[config.mk]
export PLATFORM = sky130hd
export DESIGN_NAME = alu_bitserial_driver_flat
export DESIGN_NICKNAME = d
export VERILOG_FILES = /design/src/rtl/alu_bitserial_driver_if.sv /design/src/rtl/alu_bitserial_driver.sv /design/src/flat_wrapper.sv
export SDC_FILE = /design/constraint.sdc
export NUM_CORES = 1
export LEC_CHECK = 0
export ABC_AREA = 1
export BUFFER_PORTS_ARGS = -buffer_cell sky130_fd_sc_hd__buf_2
export CAP_MARGIN = 20
export CORE_MARGIN = 5
export CORE_UTILIZATION = 44
export DETAILED_ROUTE_END_ITERATION = 8
export GPL_TIMING_DRIVEN = 0
export HOLD_SLACK_MARGIN = 0.15
export PLACE_DENSITY = 0.67
export SLEW_MARGIN = 0
export SYNTH_ARGS = -nofsm -noshare
export SYNTH_HDL_FRONTEND = slang
export SYNTH_SLANG_ARGS = --single-unit
[constraint.sdc]
create_clock -name clk -period 1.84 [get_ports clk]
set_clock_uncertainty 0.2 [all_clocks]
set_input_delay 0.276 -clock clk [delete_from_list [all_inputs] [get_ports clk]]
set_output_delay 0.276 -clock clk [all_outputs]
set_load 0.1 [all_outputs]
[src/rtl/alu_bitserial_driver_if.sv]
// Request/response/slice bundle for the bit-serial ALU sequencer.
// Latency: none (signal grouping only); optional rsp_zero under ALU_SERIAL_ZERO_FLAG_EN.
// Backpressure: req_* and rsp_* are valid/ready; lb_* is a free-running combinational loop.
interface alu_bitserial_driver_if #(
  parameter int WIDTH = 32
);
  logic             req_valid;
  logic             req_ready;
  logic [WIDTH-1:0] req_a;
  logic [WIDTH-1:0] req_b;
  logic [3:0]       req_op;
  logic             rsp_valid;
  logic             rsp_ready;
  logic [WIDTH-1:0] rsp_result;
  logic             rsp_cout;
  logic             rsp_err;
`ifdef ALU_SERIAL_ZERO_FLAG_EN
  logic             rsp_zero;
`endif
  logic             lb_a;
  logic             lb_b;
  logic             lb_cin;
  logic [3:0]       lb_opsel;
  logic             lb_result;
  logic             lb_cout;

`ifdef ALU_SERIAL_ZERO_FLAG_EN
  // Environment side: issues requests, consumes responses, models the slice.
  modport master (
    output req_valid, req_a, req_b, req_op, rsp_ready, lb_result, lb_cout,
    input  req_ready, rsp_valid, rsp_result, rsp_cout, rsp_err, rsp_zero,
           lb_a, lb_b, lb_cin, lb_opsel
  );
  // Sequencer side.
  modport slave (
    input  req_valid, req_a, req_b, req_op, rsp_ready, lb_result, lb_cout,
    output req_ready, rsp_valid, rsp_result, rsp_cout, rsp_err, rsp_zero,
           lb_a, lb_b, lb_cin, lb_opsel
  );
`else
  // Environment side: issues requests, consumes responses, models the slice.
  modport master (
    output req_valid, req_a, req_b, req_op, rsp_ready, lb_result, lb_cout,
    input  req_ready, rsp_valid, rsp_result, rsp_cout, rsp_err,
           lb_a, lb_b, lb_cin, lb_opsel
  );
  // Sequencer side.
  modport slave (
    input  req_valid, req_a, req_b, req_op, rsp_ready, lb_result, lb_cout,
    output req_ready, rsp_valid, rsp_result, rsp_cout, rsp_err,
           lb_a, lb_b, lb_cin, lb_opsel
  );
`endif
endinterface

[src/rtl/alu_bitserial_driver.sv]
// Drives an external 1-bit slice LSB-first, WIDTH cycles per op; optional rsp_zero via ALU_SERIAL_ZERO_FLAG_EN.
// Latency: response visible WIDTH+1 cycles after accept (legal op), next cycle for an illegal op.
// Backpressure: one op in flight; req_ready low until the response is taken with rsp_ready.
module alu_bitserial_driver #(
  parameter int WIDTH = 32
) (
  input  logic                 clk,
  input  logic                 rst_n,
  alu_bitserial_driver_if.slave io_bus
);
  localparam int               CNT_W    = (WIDTH > 1) ? $clog2(WIDTH) : 1;
  localparam logic [CNT_W-1:0] CNT_LAST = CNT_W'(WIDTH - 1);

  localparam logic [1:0] S_IDLE = 2'd0;
  localparam logic [1:0] S_RUN  = 2'd1;
  localparam logic [1:0] S_DONE = 2'd2;

  logic [1:0]       r_state;
  logic [WIDTH-1:0] r_a_sr;
  logic [WIDTH-1:0] r_b_sr;
  logic [WIDTH-1:0] r_res_sr;
  logic [CNT_W-1:0] r_cnt;
  logic             r_carry;
  logic [3:0]       r_op;
  logic             r_cout;
  logic             r_err;
  logic             w_op_legal;
  logic             w_run;
  logic             w_req_hs;

  assign w_run    = (r_state == S_RUN);
  assign w_req_hs = (r_state == S_IDLE) && io_bus.req_valid;

  // Decode which opcodes the slice understands; anything else is answered immediately with an error.
  always_comb begin
    w_op_legal = 1'b0;
    case (io_bus.req_op)
      4'h8, 4'h9, 4'hA, 4'hB, 4'hD: w_op_legal = 1'b1;
      default:                      w_op_legal = 1'b0;
    endcase
  end

  // Sequencer: latch operands on accept, stream one bit per cycle through the slice, hold the response.
  always_ff @(posedge clk or negedge rst_n) begin
    if (!rst_n) begin
      r_state  <= S_IDLE;
      r_a_sr   <= '0;
      r_b_sr   <= '0;
      r_res_sr <= '0;
      r_cnt    <= '0;
      r_carry  <= 1'b0;
      r_op     <= 4'h0;
      r_cout   <= 1'b0;
      r_err    <= 1'b0;
    end else begin
      case (r_state)
        S_IDLE: begin
          if (w_req_hs) begin
            r_a_sr   <= io_bus.req_a;
            r_b_sr   <= io_bus.req_b;
            r_op     <= io_bus.req_op;
            // Clearing the result here keeps stale bits out of both legal and error responses.
            r_res_sr <= '0;
            r_cout   <= 1'b0;
            r_carry  <= 1'b0;
            r_cnt    <= '0;
            r_err    <= ~w_op_legal;
            r_state  <= w_op_legal ? S_RUN : S_DONE;
          end
        end
        S_RUN: begin
          r_a_sr   <= r_a_sr >> 1;
          r_b_sr   <= r_b_sr >> 1;
          r_res_sr <= {io_bus.lb_result, r_res_sr[WIDTH-1:1]};
          r_carry  <= io_bus.lb_cout;
          if (r_cnt == CNT_LAST) begin
            r_cnt   <= '0;
            r_cout  <= io_bus.lb_cout;
            r_state <= S_DONE;
          end else begin
            r_cnt <= r_cnt + 1'b1;
          end
        end
        S_DONE: begin
          // A request arriving alongside rsp_ready waits for the IDLE cycle that follows.
          if (io_bus.rsp_ready) r_state <= S_IDLE;
        end
        default: r_state <= S_IDLE;
      endcase
    end
  end

`ifdef ALU_SERIAL_ZERO_FLAG_EN
  logic r_sticky;

  // Remember whether any result bit was 1 during the current operation.
  always_ff @(posedge clk or negedge rst_n) begin
    if (!rst_n)         r_sticky <= 1'b0;
    else if (w_req_hs)  r_sticky <= 1'b0;
    else if (w_run)     r_sticky <= r_sticky | io_bus.lb_result;
  end

  assign io_bus.rsp_zero = (r_state == S_DONE) & ~r_sticky;
`endif

  assign io_bus.req_ready  = (r_state == S_IDLE);
  assign io_bus.rsp_valid  = (r_state == S_DONE);
  assign io_bus.rsp_result = r_res_sr;
  assign io_bus.rsp_cout   = r_cout;
  assign io_bus.rsp_err    = r_err;

  // Slice inputs are only live while streaming bits.
  assign io_bus.lb_a     = w_run & r_a_sr[0];
  assign io_bus.lb_b     = w_run & r_b_sr[0];
  assign io_bus.lb_cin   = w_run & r_carry;
  assign io_bus.lb_opsel = w_run ? r_op : 4'h0;
endmodule

[src/flat_wrapper.sv]
// flat-port wrapper written by rule: the top's interface ports become plain ports
module alu_bitserial_driver_flat 
#(
  parameter int WIDTH = 32
)
  (clk, rst_n, io_bus_req_valid, io_bus_req_a, io_bus_req_b, io_bus_req_op, io_bus_rsp_ready, io_bus_lb_result, io_bus_lb_cout, io_bus_req_ready, io_bus_rsp_valid, io_bus_rsp_result, io_bus_rsp_cout, io_bus_rsp_err, io_bus_lb_a, io_bus_lb_b, io_bus_lb_cin, io_bus_lb_opsel);
  alu_bitserial_driver_if #(.WIDTH(WIDTH)) io_bus_i ();
  input  logic clk;
  input  logic rst_n;
  input wire logic [$bits(io_bus_i.req_valid)-1:0] io_bus_req_valid;
  input wire logic [$bits(io_bus_i.req_a)-1:0] io_bus_req_a;
  input wire logic [$bits(io_bus_i.req_b)-1:0] io_bus_req_b;
  input wire logic [$bits(io_bus_i.req_op)-1:0] io_bus_req_op;
  input wire logic [$bits(io_bus_i.rsp_ready)-1:0] io_bus_rsp_ready;
  input wire logic [$bits(io_bus_i.lb_result)-1:0] io_bus_lb_result;
  input wire logic [$bits(io_bus_i.lb_cout)-1:0] io_bus_lb_cout;
  output wire logic [$bits(io_bus_i.req_ready)-1:0] io_bus_req_ready;
  output wire logic [$bits(io_bus_i.rsp_valid)-1:0] io_bus_rsp_valid;
  output wire logic [$bits(io_bus_i.rsp_result)-1:0] io_bus_rsp_result;
  output wire logic [$bits(io_bus_i.rsp_cout)-1:0] io_bus_rsp_cout;
  output wire logic [$bits(io_bus_i.rsp_err)-1:0] io_bus_rsp_err;
  output wire logic [$bits(io_bus_i.lb_a)-1:0] io_bus_lb_a;
  output wire logic [$bits(io_bus_i.lb_b)-1:0] io_bus_lb_b;
  output wire logic [$bits(io_bus_i.lb_cin)-1:0] io_bus_lb_cin;
  output wire logic [$bits(io_bus_i.lb_opsel)-1:0] io_bus_lb_opsel;
  assign io_bus_i.req_valid = io_bus_req_valid;
  assign io_bus_i.req_a = io_bus_req_a;
  assign io_bus_i.req_b = io_bus_req_b;
  assign io_bus_i.req_op = io_bus_req_op;
  assign io_bus_i.rsp_ready = io_bus_rsp_ready;
  assign io_bus_i.lb_result = io_bus_lb_result;
  assign io_bus_i.lb_cout = io_bus_lb_cout;
  assign io_bus_req_ready = io_bus_i.req_ready;
  assign io_bus_rsp_valid = io_bus_i.rsp_valid;
  assign io_bus_rsp_result = io_bus_i.rsp_result;
  assign io_bus_rsp_cout = io_bus_i.rsp_cout;
  assign io_bus_rsp_err = io_bus_i.rsp_err;
  assign io_bus_lb_a = io_bus_i.lb_a;
  assign io_bus_lb_b = io_bus_i.lb_b;
  assign io_bus_lb_cin = io_bus_i.lb_cin;
  assign io_bus_lb_opsel = io_bus_i.lb_opsel;
  alu_bitserial_driver #(.WIDTH(WIDTH)) u_core (.clk(clk), .rst_n(rst_n), .io_bus(io_bus_i));
endmodule
==> impl_metrics.ini, run 1 <==
[yosys]
synth_area_leaders = dfrtp_1 53%, nand2_1 11%, o21ai_0 8.1%
synth.distinct_cells = 19
ys_async_sr_fraction_pct = 100
synth_nets = 671
synth.top_cell.area_share_pct = 53.4
synth_area_mm2 = 0.00515
postSynthCellCount = 595
synth_edf_count = 0
avgSynthCellArea_um2 = 8.66
ys.flop_type = dfrtp_1
yosysSeqAreaShare_pct = 53.4
synth.most_common_cell = nand2_1
ys_ff_latch = 110
synthTopCellsByCount = 145 x nand2_1, 110 x dfrtp_1, 108 x inv_1, 83 x o21ai_0, 38 x o21ai_1
yosys.area.top_type = dfrtp_1
synth_warnings = 0

[worst_hold_path]
hold_depth = 2
holdCritStartpoint = u_core.io_bus.rsp_result[0]
min_path_type = flip-flop to flip-flop
holdPathEnd = u_core.io_bus.rsp_result[0]

[clock_tree]
clkSlewWorstSetupHoldPaths_ns = 0.07
cts_root_buffer = clkbuf_16
cts_tree = yes
clock_sinks = 110
cts_buffer_depth = 2
clk_latency_ns = 0.35
cts-htree-levels = 3
cts-buffers-inserted = 9

[detailed_routing]
viasPerCell = 4.84
vias = 4623
routed_wl_um = 13000
detail_route.wl_per_cell_um = 13.7
ant_nets = 0
drt_iter0_markers = 292
drt_pass1_iterations = 5
drcViolationCount = 0

[worst_setup_path]
arrival_ns = 1.39
timing.rr.end = u_core.r_a_sr[22]
end_kind = output port
worstPathRequired_ns = 1.36
crit_fanout = 5
rr_worst_depth = 7
r2r-start = u_core.r_state[0]
path_class = flip-flop to output port
reg2reg_slack_ns = 0.07
startpoint_type = flip-flop

[finish]
drive_gt1_share_pct = 25.4
n_antenna_cell = 0
layout.nets = 883
regArea_mm2 = 0.00275
syn_to_final_growth_pct = 41.7
multi_input_area_mm2 = 0.00172
num-fill-cells = 914

[timing]
setup_viol = 5
relSlewSlack_pct = 51.2
fin_crit_sh_pct = 101
rsz0062_at_grt = true
slew_viol_final = 0
post-route-min-period_ns = 1.87
fmax_mhz = 536
tns_ns = -0.0754
worst_pin_slew_ns = 0.731
setup_slack_ns = -0.0263
final-hold-violation-count = 0

[power]
switchingPower_mw = 4.30
leakage_nw = 3.70
p_per_area_mw_per_mm2 = 1450
combPwrFrac_pct = 47.1
peakVddDrop_mv = 1.01
p_sw_share_pct = 40.6
power_mw = 10.6
p_seq_share_pct = 32.8
internal-power_mw = 6.28
p_clk_share_pct = 20.0

[grt]
grt_pass1_wl_um = 22500
grt-ovfl-total = 0
grt_max_degree = 58
grt_pass1_vias = 4773
antenna_found_initial = 0
grt_use_total_pct = 19.5

[job]
maxCapViolCount = 0

[placed_design]
port_buffers = 116
gp_congestion = 0.768
hpwlAfterDp_um = 8460

[floorplan]
ios = 117
rows = 39
core_mm2 = 0.0115
die_area_mm2 = 0.0140
dieWidth_um = 118
fp.dieH_um = 118
initial_core_util_pct = 44.9

[run_status]
violations = negative setup slack
status = finished, violations left
==> metal layers <==
| layer | part of all wire (%) | GRT usage [%] | vias to the layer above |
|---|---|---|---|
| li1 | - | - | 2302 |
| met3 | 3.8 | 3.06 | 19 |
| met5 | 0 | 0 | - |
| met4 | 2.6 | 9.18 | 0 |
| met1 | 44 | 25.6 | 2204 |
| met2 | 50 | 31.6 | 98 |
==> cells by family (layout without fill, tap and decap cells) <==
family | after synthesis | after routing | share of synthesized area [%]
AOI/OAI and AO/OA | 171 | 171 | 18.9
and+or+nand+nor | 168 | 168 | 12.5
buffers and inverters | 144 | 361 | 14.6
DFF | 110 | 110 | 53.4
adders and majority gates | 2 | 2 | 0.486
==> cell type report <==
type | count | share of cell area (%)
clock buffers | 9 | 3.09
flip-flops and latches | 110 | 37.7
repair buffers | 202 | 21.5
well taps | 143 | 2.45
clock inverters | 7 | 1.34
multi-input cells | 341 | 23.5
inverters | 109 | 5.64
plain buffers | 34 | 4.75
==> placed cells by master (no fill, tap or decap), types with 3 or more instances in the layout <==
| cell type | synthesis | layout |
|---|---|---|
| buf_2 | 0 | 106 |
| buf_6 | 28 | 29 |
| dlygate4sd3_1 | 0 | 73 |
| dfrtp_1 | 110 | 109 |
| clkbuf_1 | 7 | 6 |
| o21ai_1 | 38 | 38 |
| o22ai_1 | 30 | 30 |
| o21ai_0 | 83 | 83 |
| nand3_1 | 3 | 3 |
| nor2_4 | 0 | 8 |
| o21ai_2 | 17 | 17 |
| inv_1 | 108 | 107 |
| buf_12 | 0 | 8 |
| nor2_1 | 15 | 5 |
| clkbuf_16 | 0 | 9 |
| nand2_1 | 145 | 145 |
| buf_4 | 0 | 12 |
==> worst max-delay path: stages, from the launching register on <==
cell,delay (ns)
dfrtp_1,0.40
inv_2,0.09
nand2_4,0.09
buf_12,0.16
nor2_4,0.11
buf_12,0.18
==> per-stage QoR <==
stage	util [%]	instances	hold slack (ns)	area (um^2)	worst slack, ns
6_report	63.7	955	0.287	7300	-0.0263
2_1_floorplan	-	595	-0.220	5240	-0.0324
5_1_grt	63.7	955	0.322	7300	-0.0865
3_3_place_gp	52.3	854	0.262	6000	-1.17
4_1_cts	63.2	950	0.286	7250	-0.0374
3_5_place_dp	52.6	855	0.185	6030	-0.156
==> worst max path at each step <==
stage	from	end	slack, ns
2_1_floorplan	u_core.r_state[1]	io_bus_lb_a	-0.03
6_report	u_core.r_state[1]	io_bus_lb_b	-0.03
3_5_place_dp	u_core.r_state[1]	io_bus_lb_a	-0.16
3_3_place_gp	rst_n	u_core.r_state[0]	-1.17
4_1_cts	u_core.r_state[1]	io_bus_lb_b	-0.04
5_1_grt	u_core.r_state[1]	io_bus_lb_b	-0.09
==> flip-flops by register name, indices dropped and copies added, names as in the netlist <==
| register | cells |
|---|---|
| u_core.r_state | 2 |
| u_core.io_bus.rsp_cout | 1 |
| u_core.r_op | 4 |
| u_core.io_bus.rsp_result | 32 |
| u_core.r_carry | 1 |
| u_core.r_b_sr | 32 |
| u_core.io_bus.rsp_err | 1 |
| u_core.r_a_sr | 32 |
| u_core.r_cnt | 5 |
==> timing repair <==
action,4_1_cts,5_1_grt
pin swaps,3,5
hold buffers,73,0
gates cloned,1,0
endpoints found under the setup margin,9,46
endpoints found under the hold margin,131,0
setup buffers,6,5
gates resized for setup,34,3
==> power groups by stage <==
stage	Clock (mW)	Sequential, mW	Combinational (mW)
after floorplan	0	3.72	3.32
after global placement	0	3.52	4.35
after detailed placement	0	3.54	4.46
after CTS	2.18	3.47	4.90
after global routing	2.26	3.57	5.55
final	2.12	3.47	4.99
No activity file was read; power rests on OpenSTA's default activity.
==> run 2, diff against run 1 <==
--- a/config.mk
+++ b/config.mk
@@ -15,5 +15,5 @@
 export HOLD_SLACK_MARGIN = 0.15
 export PLACE_DENSITY = 0.67
-export SLEW_MARGIN = 0
+export SETUP_SLACK_MARGIN = 0.1
 export SYNTH_ARGS = -nofsm -noshare
 export SYNTH_HDL_FRONTEND = slang
--- a/constraint.sdc
+++ b/constraint.sdc
@@ -3,3 +3,3 @@
 set_input_delay 0.276 -clock clk [delete_from_list [all_inputs] [get_ports clk]]
 set_output_delay 0.276 -clock clk [all_outputs]
-set_load 0.1 [all_outputs]
+set_load 0.05 [all_outputs]
==> impl_metrics.ini, run 2 (same netlist as run 1, synthesis figures left out) <==
[power]
p_sw_share_pct = 39.0
power_mw = 10.0
p_seq_share_pct = 34.7
internal-power_mw = 6.10
switchingPower_mw = 3.89
leakage_nw = 3.68
p_per_area_mw_per_mm2 = 1380
p_clk_share_pct = 18.7
combPwrFrac_pct = 46.6
peakVddDrop_mv = 0.651

[floorplan]
ios = 117
die_area_mm2 = 0.0140
initial_core_util_pct = 44.9
rows = 39
dieWidth_um = 118
core_mm2 = 0.0115
fp.dieH_um = 118

[finish]
postLayoutCoreUtil_pct = 63.0
syn_to_final_growth_pct = 40.2
drive_gt1_share_pct = 25.8
final_common_cell = nand2_1
layout.nets = 882
fin_area_mm2 = 0.00723
layout_common_cells = 145 x nand2_1, 109 x dfrtp_1, 107 x inv_1

[timing]
setup_viol = 7
fmax_mhz = 522
worst_pin_slew_ns = 0.601
post-route-min-period_ns = 1.92
whs_ns = 0.124
relSlewSlack_pct = 59.9
slew_viol_final = 0
setup_slack_ns = -0.0751
fin_crit_sh_pct = 104
rsz0062_at_grt = true
final-hold-violation-count = 0

[worst_setup_path]
crit_family = buffers and inverters
timing.rr.end = u_core.r_b_sr[1]
reg2reg_slack_ns = 0.17
crit_path_frequent_cell = buf_8
crit_path_top_delay_cell = dfrtp_1
path_class = flip-flop to output port
rr_worst_depth = 9
r2r-start = u_core.r_state[1]
cp_num_buf_inv = 4
crit_start = u_core.r_state[1]
end_kind = output port
startpoint_type = flip-flop
crit_fanout = 8
arrival_ns = 1.44
worstPathCellList = inv_2 > nand2_4 > buf_8 > clkbuf_16 > nor2_4 > buf_8
max_stage_delay_ns = 0.39
worstPathRequired_ns = 1.36

[run_status]
violations = negative setup slack
status = finished, violations left

[worst_hold_path]
holdPathEnd = u_core.io_bus.rsp_err
hold_depth = 4
holdCritStartpoint = io_bus_req_valid
min_path_type = input port to flip-flop

[job]
maxCapViolCount = 0

[detailed_routing]
drcViolationCount = 0
detail_route.wl_per_cell_um = 13.7
vias = 4570
viasPerCell = 4.79
drt_iter0_markers = 244
drt_pass1_iterations = 7
routed_wl_um = 13000
ant_nets = 0

[grt]
grt_pass1_wl_um = 22200
grt_use_total_pct = 18.9
antenna_found_initial = 0
grt_max_degree = 68
grt-ovfl-total = 0
grt_pass1_vias = 4560

[clock_tree]
clock_sinks = 110
cts-buffers-inserted = 9
cts-htree-levels = 3
cts_tree = yes
clkSlewWorstSetupHoldPaths_ns = 0.07
cts_root_buffer = clkbuf_16
cts_buffer_depth = 2
clk_latency_ns = 0.35

[placed_design]
port_buffers = 116
gp_congestion = 0.823
hpwlAfterDp_um = 8520
placed_area_mm2 = 0.00597
[run 2: changes by cell type in the layout (fill, tap and decap cells not counted), moves of 2 or more]
cell / previous run / this run
o21ai_0: 83 / 71
bufinv_16: 2 / 0
clkbuf_2: 0 / 4
clkbuf_1: 6 / 3
clkbuf_8: 0 / 2
buf_12: 8 / 2
buf_8: 0 / 6
o21ai_1: 38 / 50
[run 2: layout make-up]
type	count	area, um^2
inverter	109	412
tap	143	179
clock buffer	12	256
buffer	35	389
clock inverter	4	28.8
antenna	1	2.50
fill	938	4240
sequential	110	2750
multi-input combinational	341	1710
timing repair buffer	200	1490
[run 2: worst max-delay path by stage]
stage	endpoint	slack (ns)	cells past startpoint
floorplan	io_bus_lb_a	-0.04	5
global placement	u_core.r_b_sr[10]	-1.0	1
detailed placement	io_bus_lb_a	-0.17	6
CTS	io_bus_lb_b	-0.07	6
global route	io_bus_lb_opsel[3]	-0.13	6
finish	io_bus_lb_opsel[3]	-0.08	6
[run 2: metrics by stage]
stage	setup slack, ns	TNS (ns)	cells
final	-0.0751	-0.465	955
after global routing	-0.128	-0.822	954
after CTS	-0.0741	-0.456	950
after detailed placement	-0.165	-0.956	855
after global placement	-0.999	-110.26	854
after floorplan	-0.0351	-0.211	595
[run 2: timing repair]
item | CTS | global route
endpoints found under the setup margin | 9 | 106
pin swaps | 3 | 5
resized for setup | 34 | 29
hold endpoints to repair | 120 | 0
hold buffers | 73 | 0
gates cloned | 0 | 0
setup buffers | 6 | 5
[run 2: per-layer routing]
| metal | vias up | GRT usage, % | wire (um) |
|---|---|---|---|
| met1 | 2135 | 25.2 | 5880 |
| met2 | 106 | 30.1 | 6340 |
| met4 | 0 | 8.03 | 283 |
| li1 | 2307 | - | - |
| met5 | - | 0 | 0 |
| met3 | 22 | 3.77 | 545 |
[run 2: power by group through the flow]
| stage | logic, mW | clock network [mW] | registers [mW] |
|---|---|---|---|
| after detailed placement | 4.03 | 0 | 3.53 |
| after CTS | 4.49 | 1.94 | 3.47 |
| after global routing | 5.21 | 2.02 | 3.54 |
| after global placement | 3.91 | 0 | 3.50 |
| after floorplan | 3.01 | 0 | 3.58 |
| final | 4.66 | 1.87 | 3.47 |
[run 2: worst register-to-register path, cell delays in order (launching register included)]
cell and delay (ns):
dfrtp_1 0.39, inv_2 0.09, nand2_4 0.06, buf_4 0.13
buf_4 0.14, buf_12 0.15, buf_6 0.14, o21ai_0 0.18
nand2_1 0.07, o21ai_1 0.07
